## src/rtl/mem_pkg.sv

```systemverilog
// mem_pkg: shared types and constants for the memory-port initiator.
//   mem_addr_t / mem_data_t : default-width address and data words
//   mem_rsp_t               : one buffered read response {addr, data}
//   MEM_READ_LATENCY        : cycles from mem_re to valid mem_rdata
//   cnt_width()             : width of an occupancy counter for a given depth
package mem_pkg;

  localparam int MEM_AWIDTH = 16;
  localparam int MEM_DWIDTH = 16;
  localparam int MEM_READ_LATENCY = 1;

  typedef logic [MEM_AWIDTH-1:0] mem_addr_t;
  typedef logic [MEM_DWIDTH-1:0] mem_data_t;

  typedef struct packed {
    mem_addr_t addr;
    mem_data_t data;
  } mem_rsp_t;

  // Occupancy must represent 0..depth inclusive, hence one bit above the pointer width.
  function automatic int cnt_width(input int depth);
    return $clog2(depth) + 1;
  endfunction

endpackage

```

## src/rtl/sync_fifo.sv

```systemverilog
// sync_fifo: single-clock in-order FIFO for response entries.
// Ports:
//   clk, rst          : clock, synchronous active-high reset (flushes pointers, count, storage)
//   push_i, wdata_i   : write strobe and entry (ignored when full)
//   pop_i             : read strobe (ignored when empty)
//   rdata_o           : head entry (zero after reset)
//   full_o, empty_o   : status; empty_o is a register
//   count_o           : current occupancy, 0..DEPTH
// DEPTH must be a power of two so pointers wrap naturally.
module sync_fifo
  import mem_pkg::*;
#(
  parameter int WIDTH = $bits(mem_rsp_t),
  parameter int DEPTH = 4
) (
  input  logic                         clk,
  input  logic                         rst,
  input  logic                         push_i,
  input  logic [WIDTH-1:0]             wdata_i,
  input  logic                         pop_i,
  output logic [WIDTH-1:0]             rdata_o,
  output logic                         full_o,
  output logic                         empty_o,
  output logic [cnt_width(DEPTH)-1:0]  count_o
);

  localparam int PW = $clog2(DEPTH);
  localparam int CW = cnt_width(DEPTH);

  logic [WIDTH-1:0] mem_q [DEPTH];
  logic [PW-1:0]    wptr_q;
  logic [PW-1:0]    rptr_q;
  logic [CW-1:0]    count_q;
  logic [CW-1:0]    count_d;
  logic             empty_q;
  logic             push_s;
  logic             pop_s;

  assign full_o  = (count_q == CW'(DEPTH));
  assign empty_o = empty_q;
  assign count_o = count_q;
  assign rdata_o = mem_q[rptr_q];
  assign push_s  = push_i & ~full_o;
  assign pop_s   = pop_i & ~empty_q;

  // Next occupancy; simultaneous push and pop cancel out.
  always_comb begin
    count_d = count_q;
    case ({push_s, pop_s})
      2'b10:   count_d = count_q + CW'(1);
      2'b01:   count_d = count_q - CW'(1);
      default: count_d = count_q;
    endcase
  end

  // Storage, pointers and status registers.
  always_ff @(posedge clk) begin
    if (rst) begin
      wptr_q  <= {PW{1'b0}};
      rptr_q  <= {PW{1'b0}};
      count_q <= {CW{1'b0}};
      empty_q <= 1'b1;
      for (int i = 0; i < DEPTH; i++) begin
        mem_q[i] <= {WIDTH{1'b0}};
      end
    end else begin
      if (push_s) begin
        mem_q[wptr_q] <= wdata_i;
        wptr_q        <= wptr_q + PW'(1);
      end
      if (pop_s) begin
        rptr_q <= rptr_q + PW'(1);
      end
      count_q <= count_d;
      empty_q <= (count_d == {CW{1'b0}});
    end
  end

endmodule

```

## src/rtl/mem_master.sv

```systemverilog
// mem_master: request-stream initiator for the simulation memory port.
// Ports:
//   clk, rst                     : clock, synchronous active-high reset
//   req_valid/ready/we/addr/wdata: request stream (reads and posted writes)
//   rsp_valid/ready/rdata/addr   : in-order read response stream (registered)
//   mem_re/raddr, mem_rdata      : memory read port (data registered, valid next cycle)
//   mem_we/waddr/wdata           : memory write port
//   stat_rd_count/stat_wr_count  : accepted read/write counters, only when
//                                  MEM_MASTER_STATS_EN is defined
// Flow control is credit based: a request is accepted only while buffered
// plus in-flight reads leave room in the response FIFO, so it cannot overflow.
module mem_master
  import mem_pkg::*;
#(
  parameter int AWIDTH    = 16,
  parameter int DWIDTH    = 16,
  parameter int RSP_DEPTH = 4
) (
  input  logic              clk,
  input  logic              rst,
  input  logic              req_valid,
  output logic              req_ready,
  input  logic              req_we,
  input  logic [AWIDTH-1:0] req_addr,
  input  logic [DWIDTH-1:0] req_wdata,
  output logic              rsp_valid,
  input  logic              rsp_ready,
  output logic [DWIDTH-1:0] rsp_rdata,
  output logic [AWIDTH-1:0] rsp_addr,
  output logic              mem_re,
  output logic [AWIDTH-1:0] mem_raddr,
  input  logic [DWIDTH-1:0] mem_rdata,
  output logic              mem_we,
  output logic [AWIDTH-1:0] mem_waddr,
  output logic [DWIDTH-1:0] mem_wdata
`ifdef MEM_MASTER_STATS_EN
  ,
  output logic [31:0]       stat_rd_count,
  output logic [31:0]       stat_wr_count
`endif
);

  localparam int CW = cnt_width(RSP_DEPTH);
  localparam int EW = AWIDTH + DWIDTH;

  logic              inflight_q;
  logic              inflight_d;
  logic [AWIDTH-1:0] inflight_addr_q;
  logic [CW-1:0]     occ_s;
  logic [CW:0]       credit_s;
  logic              accept_s;
  logic              fifo_full_s;
  logic              fifo_empty_s;
  logic              push_s;
  logic [EW-1:0]     head_s;

  // Credit uses only registered state, so rsp_ready never reaches req_ready.
  assign credit_s  = {1'b0, occ_s} + {{CW{1'b0}}, inflight_q};
  assign req_ready = ~rst & (credit_s < (CW+1)'(RSP_DEPTH));
  assign accept_s  = req_valid & req_ready;

  assign mem_re    = accept_s & ~req_we;
  assign mem_we    = accept_s & req_we;
  assign mem_raddr = req_addr;
  assign mem_waddr = req_addr;
  assign mem_wdata = req_wdata;

  assign inflight_d = mem_re;
  // Credit already keeps the FIFO from filling; the full gate is only a backstop.
  assign push_s     = inflight_q & ~fifo_full_s;

  // Read tracking: remember the address of the read whose data arrives next cycle.
  always_ff @(posedge clk) begin
    if (rst) begin
      inflight_q      <= 1'b0;
      inflight_addr_q <= {AWIDTH{1'b0}};
    end else begin
      inflight_q <= inflight_d;
      if (mem_re) begin
        inflight_addr_q <= req_addr;
      end
    end
  end

  sync_fifo #(
    .WIDTH (EW),
    .DEPTH (RSP_DEPTH)
  ) u_rsp_fifo (
    .clk     (clk),
    .rst     (rst),
    .push_i  (push_s),
    .wdata_i ({inflight_addr_q, mem_rdata}),
    .pop_i   (rsp_ready),
    .rdata_o (head_s),
    .full_o  (fifo_full_s),
    .empty_o (fifo_empty_s),
    .count_o (occ_s)
  );

  assign rsp_valid = ~fifo_empty_s;
  assign rsp_addr  = head_s[EW-1:DWIDTH];
  assign rsp_rdata = head_s[DWIDTH-1:0];

`ifdef MEM_MASTER_STATS_EN
  logic [31:0] rd_cnt_q;
  logic [31:0] wr_cnt_q;

  // Accepted-request counters; wrap naturally at 2^32.
  always_ff @(posedge clk) begin
    if (rst) begin
      rd_cnt_q <= 32'd0;
      wr_cnt_q <= 32'd0;
    end else begin
      if (mem_re) begin
        rd_cnt_q <= rd_cnt_q + 32'd1;
      end
      if (mem_we) begin
        wr_cnt_q <= wr_cnt_q + 32'd1;
      end
    end
  end

  assign stat_rd_count = rd_cnt_q;
  assign stat_wr_count = wr_cnt_q;
`endif

endmodule

```

## config.mk

```make
export PLATFORM = sky130hd
export DESIGN_NAME = mem_master
export DESIGN_NICKNAME = d
export VERILOG_FILES = /design/src/rtl/mem_pkg.sv /design/src/rtl/sync_fifo.sv /design/src/rtl/mem_master.sv
export SDC_FILE = /design/constraint.sdc
export NUM_CORES = 1
export LEC_CHECK = 0
export BUFFER_PORTS_ARGS = -buffer_cell sky130_fd_sc_hd__buf_4
export CAP_MARGIN = 20
export CORE_MARGIN = 5
export CORE_UTILIZATION = 50
export DETAILED_ROUTE_END_ITERATION = 10
export GPL_TIMING_DRIVEN = 0
export PLACE_DENSITY = 0.73
export SETUP_SLACK_MARGIN = 0.15
export SLEW_MARGIN = 30
export SYNTH_ARGS = -nofsm -noshare
export SYNTH_HDL_FRONTEND = slang
export SYNTH_HIERARCHICAL = 1
export SYNTH_SLANG_ARGS = --single-unit
```

## constraint.sdc

```tcl
create_clock -name clk -period 5.5 [get_ports clk]
set_input_delay 0.55 -clock clk [delete_from_list [all_inputs] [get_ports clk]]
set_output_delay 0.55 -clock clk [all_outputs]
set_load 0.005 [all_outputs]
```

==> results.json <==
{
  "synthToLayoutAreaGrowth_pct": 25.1,
  "setup_violations": 0,
  "number_of_enable_flip_flop_cells_after_synthesis": 128,
  "sequentialPowerShare_pct": 46.1,
  "postSynthRegisterBits": 155,
  "clock_h_tree_levels": 4,
  "worst_skew_pair.late_latency_ns": 0.42,
  "cts_hold_repair.buffers": 0,
  "skew_ns": 0.00681,
  "drive_above_1_share_pct": 40.1,
  "number_of_nets_in_the_layout": 691,
  "tritoncts": "yes",
  "drt-wirelength-per-cell_um": 17.9,
  "antenna_cells": 0,
  "post_synth_most_frequent_cells": "sky130_fd_sc_hd__and2_1 (128), sky130_fd_sc_hd__edfxtp_1 (128), sky130_fd_sc_hd__buf_4 (48), sky130_fd_sc_hd__mux4_2 (32), sky130_fd_sc_hd__dfxtp_1 (27)",
  "synth_cell_types": 41,
  "slew_viol_final": 0,
  "post-route-util_pct": 63.8,
  "timing.critical_path.required_ns": 5.54,
  "power.ir.vdd_worst_v": 0.000216,
  "p_int_mw": 2.24,
  "finalHoldViolCount": 0,
  "syn_inst": 496,
  "place_hpwl_um": 10100,
  "power_leakage_nw": 3.60,
  "io_buffer_count": 118,
  "gp_congestion": 0.769,
  "worstSetupStartpointType": "flip-flop",
  "first_global_vias": 4620,
  "post-place-cells": 797,
  "die_h_um": 129,
  "cts-buffers-inserted": 17,
  "worstMarginPinSlew_ns": 0.913,
  "critPathArrivalTime_ns": 2.68,
  "timing.final.crit_share_pct": 48.0,
  "total_wirelength_um": 14900,
  "preCtsSetupSlack_ns": 2.85,
  "post_synth.cell_area_avg_um2": 14.3,
  "run_status": "complete, no violations",
  "grt_pass1_wl_um": 23400,
  "grt.overflow.total": 0,
  "max_freq_mhz": 378,
  "clkSlewWorstSetupHoldPaths_ns": 0.06,
  "cpMaxStageDelayCell": "sky130_fd_sc_hd__or2_2",
  "cts.sink_count": 155,
  "cts.path.max_buffers": 2,
  "finalNonFillerCells": 829,
  "cell_accounting_for_the_most_synthesized_area": "sky130_fd_sc_hd__edfxtp_1",
  "maxCapViolCount": 0,
  "worstSetupEndpointType": "flip-flop",
  "setup_ws_ns": 2.86,
  "dieWidth_um": 129,
  "rsz0062_at_grt": "no",
  "placedInstanceArea_um2": 8320,
  "synth_sequential_area_ratio_pct": 61.7,
  "die-area_um2": 16700,
  "postRouteAntennaNets": 0,
  "comb_power_share_pct": 16.0,
  "synth_top_area_share_pct": 54.1,
  "grt_start_max_net_pins": 33,
  "worst_hold_path_type": "in -> reg",
  "largest_fanout_on_the_critical_path": 32,
  "pwr-share-clk_pct": 37.9,
  "synth_area_um2": 7110,
  "syn_nets": 551,
  "floorplan.core_area_um2": 13900,
  "asyncSetResetFlopFracSynth_pct": 0,
  "synth-main-ff-cell": "sky130_fd_sc_hd__edfxtp_1",
  "cts-root-buf": "sky130_fd_sc_hd__clkbuf_16",
  "grt_util_all_layers_pct": 18.7,
  "crit_path_max_incr_delay_ns": 0.80,
  "drtIter0Drc": 240,
  "antenna_found_initial": 0,
  "setup_tns_ns": 0,
  "top_post_synthesis_cells_by_area": "sky130_fd_sc_hd__edfxtp_1 (54%), sky130_fd_sc_hd__and2_1 (11%), sky130_fd_sc_hd__mux4_2 (10%)",
  "filler_cells": 1021,
  "crit_type": "reg -> reg",
  "initial_core_util_pct": 51.0,
  "powerDensity_nw_per_um2": 335,
  "netSwitchingFraction_pct": 24.8,
  "cts_repair_resize_count": 0,
  "post_drt_via_cell_ratio": 5.23,
  "synth_warnings": 6,
  "post_cts.repair.setup_buffers": 0,
  "vias": 4337,
  "detail_route.first_pass.iterations": 4,
  "crit_chain": "nor3b_2 -> buf_6 -> nor2b_1 -> nand2b_4 -> nor4_4 -> or2_2",
  "power.switching_mw": 0.739,
  "post-route-cell-area_um2": 8890,
  "placement_rows": 43,
  "period_needed_ns": 2.64,
  "route.detailed.drc": 0,
  "pin_count": 137,
  "maxSlewHeadroom_pct": 39.1
}
-- final timing paths --
kind,slack [ns],end,start,cells after the start
min,0.37,u_rsp_fifo/count_o[1]$_SDFF_PP0_,rst,2
min reg2reg,0.50,inflight_addr_q[6]$_SDFFE_PP0P_,inflight_addr_q[6]$_SDFFE_PP0P_,2
max reg2reg,2.86,u_rsp_fifo/mem_q[0][13]$_SDFFCE_PN0P_,u_rsp_fifo/count_o[2]$_SDFF_PP0_,6
max,2.86,u_rsp_fifo/mem_q[0][13]$_SDFFCE_PN0P_,u_rsp_fifo/count_o[2]$_SDFF_PP0_,6
-- critical path: cells and delay by family, from the launching register on --
family / cells / cell delay, ns
AND/OR/NAND/NOR: 5 / 1.76
flip-flops: 1 / 0.33
buffers and inverters: 1 / 0.15
-- metrics by stage --
step	total power, mW	hold WS (ns)
finish	2.98	0.368
CTS	3.02	0.348
global placement	1.86	0.479
detailed placement	1.89	0.492
floorplan	1.66	0.463
global route	3.10	0.356
-- flip-flops by register name, indices dropped and copies added (netlist names), named ones only --
register	cells
u_rsp_fifo/wptr_q	2
u_rsp_fifo/rptr_q	2
u_rsp_fifo/empty_o	1
u_rsp_fifo/mem_q	128
u_rsp_fifo/count_o	3
inflight_q	1
inflight_addr_q	16
-- power by group through the flow --
stage / registers [mW] / clock network, mW / logic, mW
2_1_floorplan: 1.39 / 0 / 0.280
3_3_place_gp: 1.39 / 0 / 0.469
3_5_place_dp: 1.40 / 0 / 0.488
4_1_cts: 1.37 / 1.15 / 0.490
5_1_grt: 1.38 / 1.20 / 0.525
6_report: 1.37 / 1.13 / 0.478
-- layout by cell type, fill, tap and decap left out, drive strengths merged, types with 3 or more instances in the layout --
cell type and instances:
inv 19, mux4 32, and2 128, nand2 18
clkinv 5, nand2b 5, buf 180, nand4 16
nor2b 3, clkbuf 36, edfxtp 128, dfxtp 27
a21oi 3, o311ai 16, nor2 9
-- layer usage --
layer,wire length (um),up-vias,GRT usage [%]
met4,185,0,6.49
met5,0,-,0
li1,-,2045,-
met2,7340,160,31.5
met3,972,14,4.74
met1,6380,2118,23.8
-- cell type report --
type	instances	area, um2	area share (%)
Sequential cell	155	4380	49.3
Multi-Input combinational cell	253	2190	24.6
Clock inverter	15	153	1.72
Timing Repair Buffer	121	968	10.9
Inverter	10	37.5	0.422
Buffer	78	509	5.73
Tap cell	180	225	2.53
Clock buffer	17	425	4.78
-- kinds of logic after synthesis --
group | share of synthesized area [%]
AO/OA/AOI/OAI | 2.91
XOR/XNOR | 0.493
adder cells (fa/ha/maj) | 0.458
buffers and inverters | 7.69
flip-flops | 61.7
multiplexers | 10.1
AND/OR/NAND/NOR | 16.6
(Power assumes the default switching activity.)
